===== src/rtl/bcd_code_encoder.sv =====
//============================================================================
// Module   : bcd_code_encoder
// Brief    : Streaming BCD-to-{H,G,F,E} code encoder behind a 2-entry skid
//            stage, with invalid-digit flagging/dropping and beat counters.
// Revision : 1.0 - initial release
//============================================================================
`default_nettype none

module bcd_code_encoder #(
    parameter bit ERR_DROP = 1'b0,
    parameter int CNT_W    = 8
) (
    input  logic             clk,
    input  logic             rst,
    input  logic             in_valid,
    output logic             in_ready,
    input  logic [3:0]       in_bcd,
    output logic             out_valid,
    input  logic             out_ready,
    output logic [3:0]       out_code,
    output logic             out_err,
    output logic [CNT_W-1:0] digit_cnt,
    output logic [CNT_W-1:0] err_cnt
);

    localparam logic [CNT_W-1:0] c_CNT_ONE = {{(CNT_W-1){1'b0}}, 1'b1};

    typedef enum logic [1:0] {
        ST_EMPTY = 2'd0,
        ST_ONE   = 2'd1,
        ST_TWO   = 2'd2
    } state_t;

    state_t           r_state;
    state_t           w_state_nxt;
    logic [3:0]       r_head_code;
    logic             r_head_err;
    logic [3:0]       r_skid_code;
    logic             r_skid_err;
    logic [CNT_W-1:0] r_digit_cnt;
    logic [CNT_W-1:0] r_err_cnt;

    logic       w_in_fire;
    logic       w_out_fire;
    logic       w_bad;
    logic       w_store;
    logic [3:0] w_code;
    logic       w_load_head;
    logic       w_load_skid;
    logic       w_move_skid;

    assign w_bad      = (in_bcd > 4'd9);
    assign w_in_fire  = in_valid & in_ready;
    assign w_out_fire = out_valid & out_ready;
    // A dropped invalid digit is consumed without touching storage or state.
    assign w_store    = w_in_fire & ~(ERR_DROP & w_bad);

    always_comb begin
        w_code = 4'b1111;
        case (in_bcd)
            4'd0:    w_code = 4'b0000;
            4'd1:    w_code = 4'b0001;
            4'd2:    w_code = 4'b0011;
            4'd3:    w_code = 4'b0100;
            4'd4:    w_code = 4'b0101;
            4'd5:    w_code = 4'b0111;
            4'd6:    w_code = 4'b1001;
            4'd7:    w_code = 4'b1011;
            4'd8:    w_code = 4'b1100;
            4'd9:    w_code = 4'b1101;
            default: w_code = 4'b1111;
        endcase
    end

    always_comb begin
        w_state_nxt = r_state;
        w_load_head = 1'b0;
        w_load_skid = 1'b0;
        w_move_skid = 1'b0;
        in_ready    = 1'b1;
        out_valid   = 1'b0;
        case (r_state)
            ST_EMPTY: begin
                if (w_store) begin
                    w_load_head = 1'b1;
                    w_state_nxt = ST_ONE;
                end
            end
            ST_ONE: begin
                out_valid = 1'b1;
                if (w_store && w_out_fire) begin
                    w_load_head = 1'b1;
                end else if (w_store) begin
                    w_load_skid = 1'b1;
                    w_state_nxt = ST_TWO;
                end else if (w_out_fire) begin
                    w_state_nxt = ST_EMPTY;
                end
            end
            ST_TWO: begin
                in_ready  = 1'b0;
                out_valid = 1'b1;
                if (w_out_fire) begin
                    w_move_skid = 1'b1;
                    w_state_nxt = ST_ONE;
                end
            end
            default: begin
                w_state_nxt = ST_EMPTY;
            end
        endcase
    end

    always_ff @(posedge clk) begin
        if (rst) begin
            r_state     <= ST_EMPTY;
            r_head_code <= 4'b0000;
            r_head_err  <= 1'b0;
            r_skid_code <= 4'b0000;
            r_skid_err  <= 1'b0;
            r_digit_cnt <= '0;
            r_err_cnt   <= '0;
        end else begin
            r_state <= w_state_nxt;
            if (w_load_head) begin
                r_head_code <= w_code;
                r_head_err  <= w_bad;
            end else if (w_move_skid) begin
                r_head_code <= r_skid_code;
                r_head_err  <= r_skid_err;
            end
            if (w_load_skid) begin
                r_skid_code <= w_code;
                r_skid_err  <= w_bad;
            end
            if (w_out_fire && !r_head_err) begin
                r_digit_cnt <= r_digit_cnt + c_CNT_ONE;
            end
            if (w_in_fire && w_bad) begin
                r_err_cnt <= r_err_cnt + c_CNT_ONE;
            end
        end
    end

    assign out_code  = r_head_code;
    assign out_err   = r_head_err;
    assign digit_cnt = r_digit_cnt;
    assign err_cnt   = r_err_cnt;

endmodule

`default_nettype wire


===== config.mk =====
export PLATFORM = sky130hd
export DESIGN_NAME = bcd_code_encoder
export DESIGN_NICKNAME = d
export VERILOG_FILES = /design/src/rtl/bcd_code_encoder.sv
export SDC_FILE = /design/constraint.sdc
export NUM_CORES = 1
export LEC_CHECK = 0
export CAP_MARGIN = 25
export CORE_MARGIN = 5
export CORE_UTILIZATION = 54
export CTS_CLUSTER_DIAMETER = 200
export DETAILED_ROUTE_END_ITERATION = 8
export PLACE_DENSITY = 0.84
export RECOVER_POWER = 50
export SLEW_MARGIN = 20
export SYNTH_ARGS = -nofsm -noshare
export SYNTH_HDL_FRONTEND = slang
export SYNTH_SLANG_ARGS = --single-unit
export TNS_END_PERCENT = 100

===== constraint.sdc =====
create_clock -name clk -period 2.9 [get_ports clk]
set_input_delay 0.435 -clock clk [delete_from_list [all_inputs] [get_ports clk]]
set_output_delay 0.435 -clock clk [all_outputs]
set_load 0.02 [all_outputs]

==> impl_results.md <==
* CP max stage cell: dlygate4sd3_1
* Final RePlAce weighted congestion at 0.785
* Setup bufs post-CTS at 0
* Critical path launch point type: primary input
* Worst-Skew Late Latency at 0.32 ns
* Die Y at 62.2 um
* Post-synthesis cell type count at 35
* Initial DRC count at 72
* H-tree levels at 1
* Row cnt at 19
* Final number of max-transition violations at 0
* Initial Util at 0.547
* Comb pwr share at 0.337
* I/O pins at 31
* Synth Instances at 165
* Post-DR vias/cell at 5.69
* Syn-to-layout area delta at 25.6%
* Final Hold Vio Count at 0
* Reg power frac at 0.430
* Worst slew margin at 0.619
* Leading area contributor after synthesis: dfxtp_1
* CTS buffer count at 3
* Grt total ovfl at 0
* Detailed placement HPWL at 2.49 mm
* Final wirelength at 3.24 mm
* Outcome: finished clean
* Commonest non-fill, non-tap cell in the layout: dfxtp_1
* Routed Antenna Nets at 0
* Ys Warns at 0
* RSZ-0062 raised after global routing: no
* DR DRC count at 0
* Min-delay src: err_cnt[7]
* Register area share after synthesis at 0.382
* Reg2reg path depth at 6
* Post-Syn Nets at 184
* CTS tree: done
* Max-cap violation count at 0
* Reg-to-Reg Start: r_state[1]
* Setup TNS at 0 ns
* PnR Total Power at 1.10 mW
* Worst-path cell chain: dlygate4sd3_1 -> inv_1 -> ha_1 -> o21bai_1 -> nand3_4 -> or4_1 -> a21oi_1
* Number of synthesized register bits at 28
* Most frequent cells in the layout: 28 x dfxtp_1, 25 x nor2_1, 16 x dlygate4sd3_1, 14 x clkdlybuf4s50_1, 12 x nand2_1
* Top_reg_cell synth: dfxtp_1
* Die Wd at 62.2 um
* Ranking of synthesized cells by area: dfxtp_1 38%, ha_1 9.4%, nor2_1 6.4%
* P_int at 0.738 mW
* VDD IR-drop max at 0.495 mV
* Switching pwr at 0.358 mW
* Fmax at 417 MHz
* Vias in the first global route at 1228
* Period utilization at 0.827
* CP Capture Point: err_cnt[7]
* # port buffers at 30
* Met2 WL post-DR at 1.65 mm
* Die area at 0.00386 mm^2
* CTS sink count at 28
* Ant diodes at 0
* Setup Skew at 0.00725 ns
* Setup crit end kind: register
* Worst Hold Class: register to register
* Fill cell count at 212
* Crit Path Max Fanout at 6
* Yosys top cell area share at 0.382
* Root buffer cell: clkbuf_4
* Worst flop-to-flop path endpoint: r_state[0]
* Drt pass-1 iters at 4
* Final #Nets at 215
* Global-route wire length before repair at 5.44 mm
* Max layer used: met4
* CTS Hold Bufs at 0
* Resize count post-CTS at 0
* Initial antenna violation count at 0
* WP data required at 3.17 ns
* Clock Power Share at 0.234
* Post-synth ARST share at 0
* PD cells at 594 mW/mm^2
* Arr. time, crit path at 2.67 ns
* Switching part of the total power at 0.327
* Post-Syn Area at 0.00147 mm^2
* Setup Viol. Count Final at 0
* Leak Pwr at 0.760 nW
* Fraction of layout cells with a size suffix above 1 at 0.0462
* CP Class: primary input to register
* Worst setup startpoint: in_bcd[1]
* Largest stage delay on the critical path at 0.65 ns
* Met3 routed WL at 123 um
* Largest net degree at the start of global routing at 21
* Core area at 0.00269 mm^2
* Min Tclk post-route at 2.40 ns
* Worst slew pin tran at 0.568 ns
* Post-synth EDFFs at 0
* Met1 WL at 1.45 mm
* Reg clk slew, reported paths at 0.16 ns
* Syn avg cell area at 8.90 um^2
* Total track usage at 0.162
* Vias at 1285
* Hold slack at 0.509 ns
* R2r setup slk at 0.80 ns
* CTS Buffer Depth at 2
* WL per Instance at 14.3 um
[worst min path at each step]
stage                                 to  slack, ns  cells after the start
after detailed placement  r_skid_code[1]       0.48                      2
after floorplan           r_skid_code[1]       0.45                      2
after global routing          err_cnt[7]       0.52                      2
after CTS                     err_cnt[5]       0.51                      2
final                         err_cnt[7]       0.51                      2
after global placement    r_skid_code[1]       0.47                      2
[state kept, by name, summed over array words and instances (netlist names)]
| name | cells |
|---|---|
| digit_cnt | 8 |
| err_cnt | 8 |
| out_code | 4 |
| r_skid_code | 4 |
| r_state | 2 |
| out_err | 1 |
| r_skid_err | 1 |
[stage by stage]
step | worst slack (ns) | cells | utilization | cell area, um^2
after floorplan | 0.910 | 165 | - | 1470
after global placement | 0.482 | 222 | 0.670 | 1800
after detailed placement | 0.387 | 222 | 0.670 | 1800
after CTS | 0.613 | 226 | 0.689 | 1850
after global routing | 0.416 | 226 | 0.687 | 1850
final | 0.503 | 226 | 0.687 | 1850
[worst max-delay path: cells and delay by family]
family          cells  cell delay, ns
compound gates      2            0.59
fa+ha+maj           1            0.20
buf+inv             2            0.74
simple gates        2            0.70
[power groups by stage]
stage	clock [mW]	sequential, mW	combinational, mW
3_5_place_dp	0	0.479	0.374
5_1_grt	0.279	0.479	0.403
3_3_place_gp	0	0.476	0.365
4_1_cts	0.262	0.472	0.379
2_1_floorplan	0	0.504	0.220
6_report	0.256	0.471	0.369
[final cells by class]
class / instances / area [um^2] / share of cell area
clock inverters: 1 / 30.0 / 0.0163
multi-input cells: 124 / 852 / 0.462
well taps: 31 / 38.8 / 0.0210
inverters: 7 / 26.3 / 0.0142
flip-flops and latches: 28 / 561 / 0.304
repair buffers: 32 / 315 / 0.171
clock buffers: 3 / 22.5 / 0.0122
[synth_stat cells, drive strengths merged (3+ instances only)]
master and number:
nand2 12, xor2 7, mux2 3, dfxtp 28, xnor2 4, and3 5, inv 7, a21oi 8
o21ai 3, nor2 25, ha 11, a211oi 11, mux2i 6, nand4 3, nor3 4, nand3 3
buf 4
[kinds of logic (layout without fill, tap and decap cells)]
family | count (synthesis) | in the layout | share of synthesized area
adder cells (fa/ha/maj) | 11 | 11 | 0.0937
AND/OR/NAND/NOR | 66 | 66 | 0.239
AO/OA/AOI/OAI | 27 | 27 | 0.123
XOR/XNOR | 11 | 11 | 0.0656
buffers and inverters | 13 | 43 | 0.0341
multiplexers | 9 | 9 | 0.0639
flip-flops | 28 | 28 | 0.382
[routing by layer]
metal  track usage  vias to the layer above
met1         0.200                      610
met4        0.0325                        0
li1              -                      645
met3        0.0306                        2
met2         0.290                       28
met5             0                        -
Power figures use the tool's default switching activity.
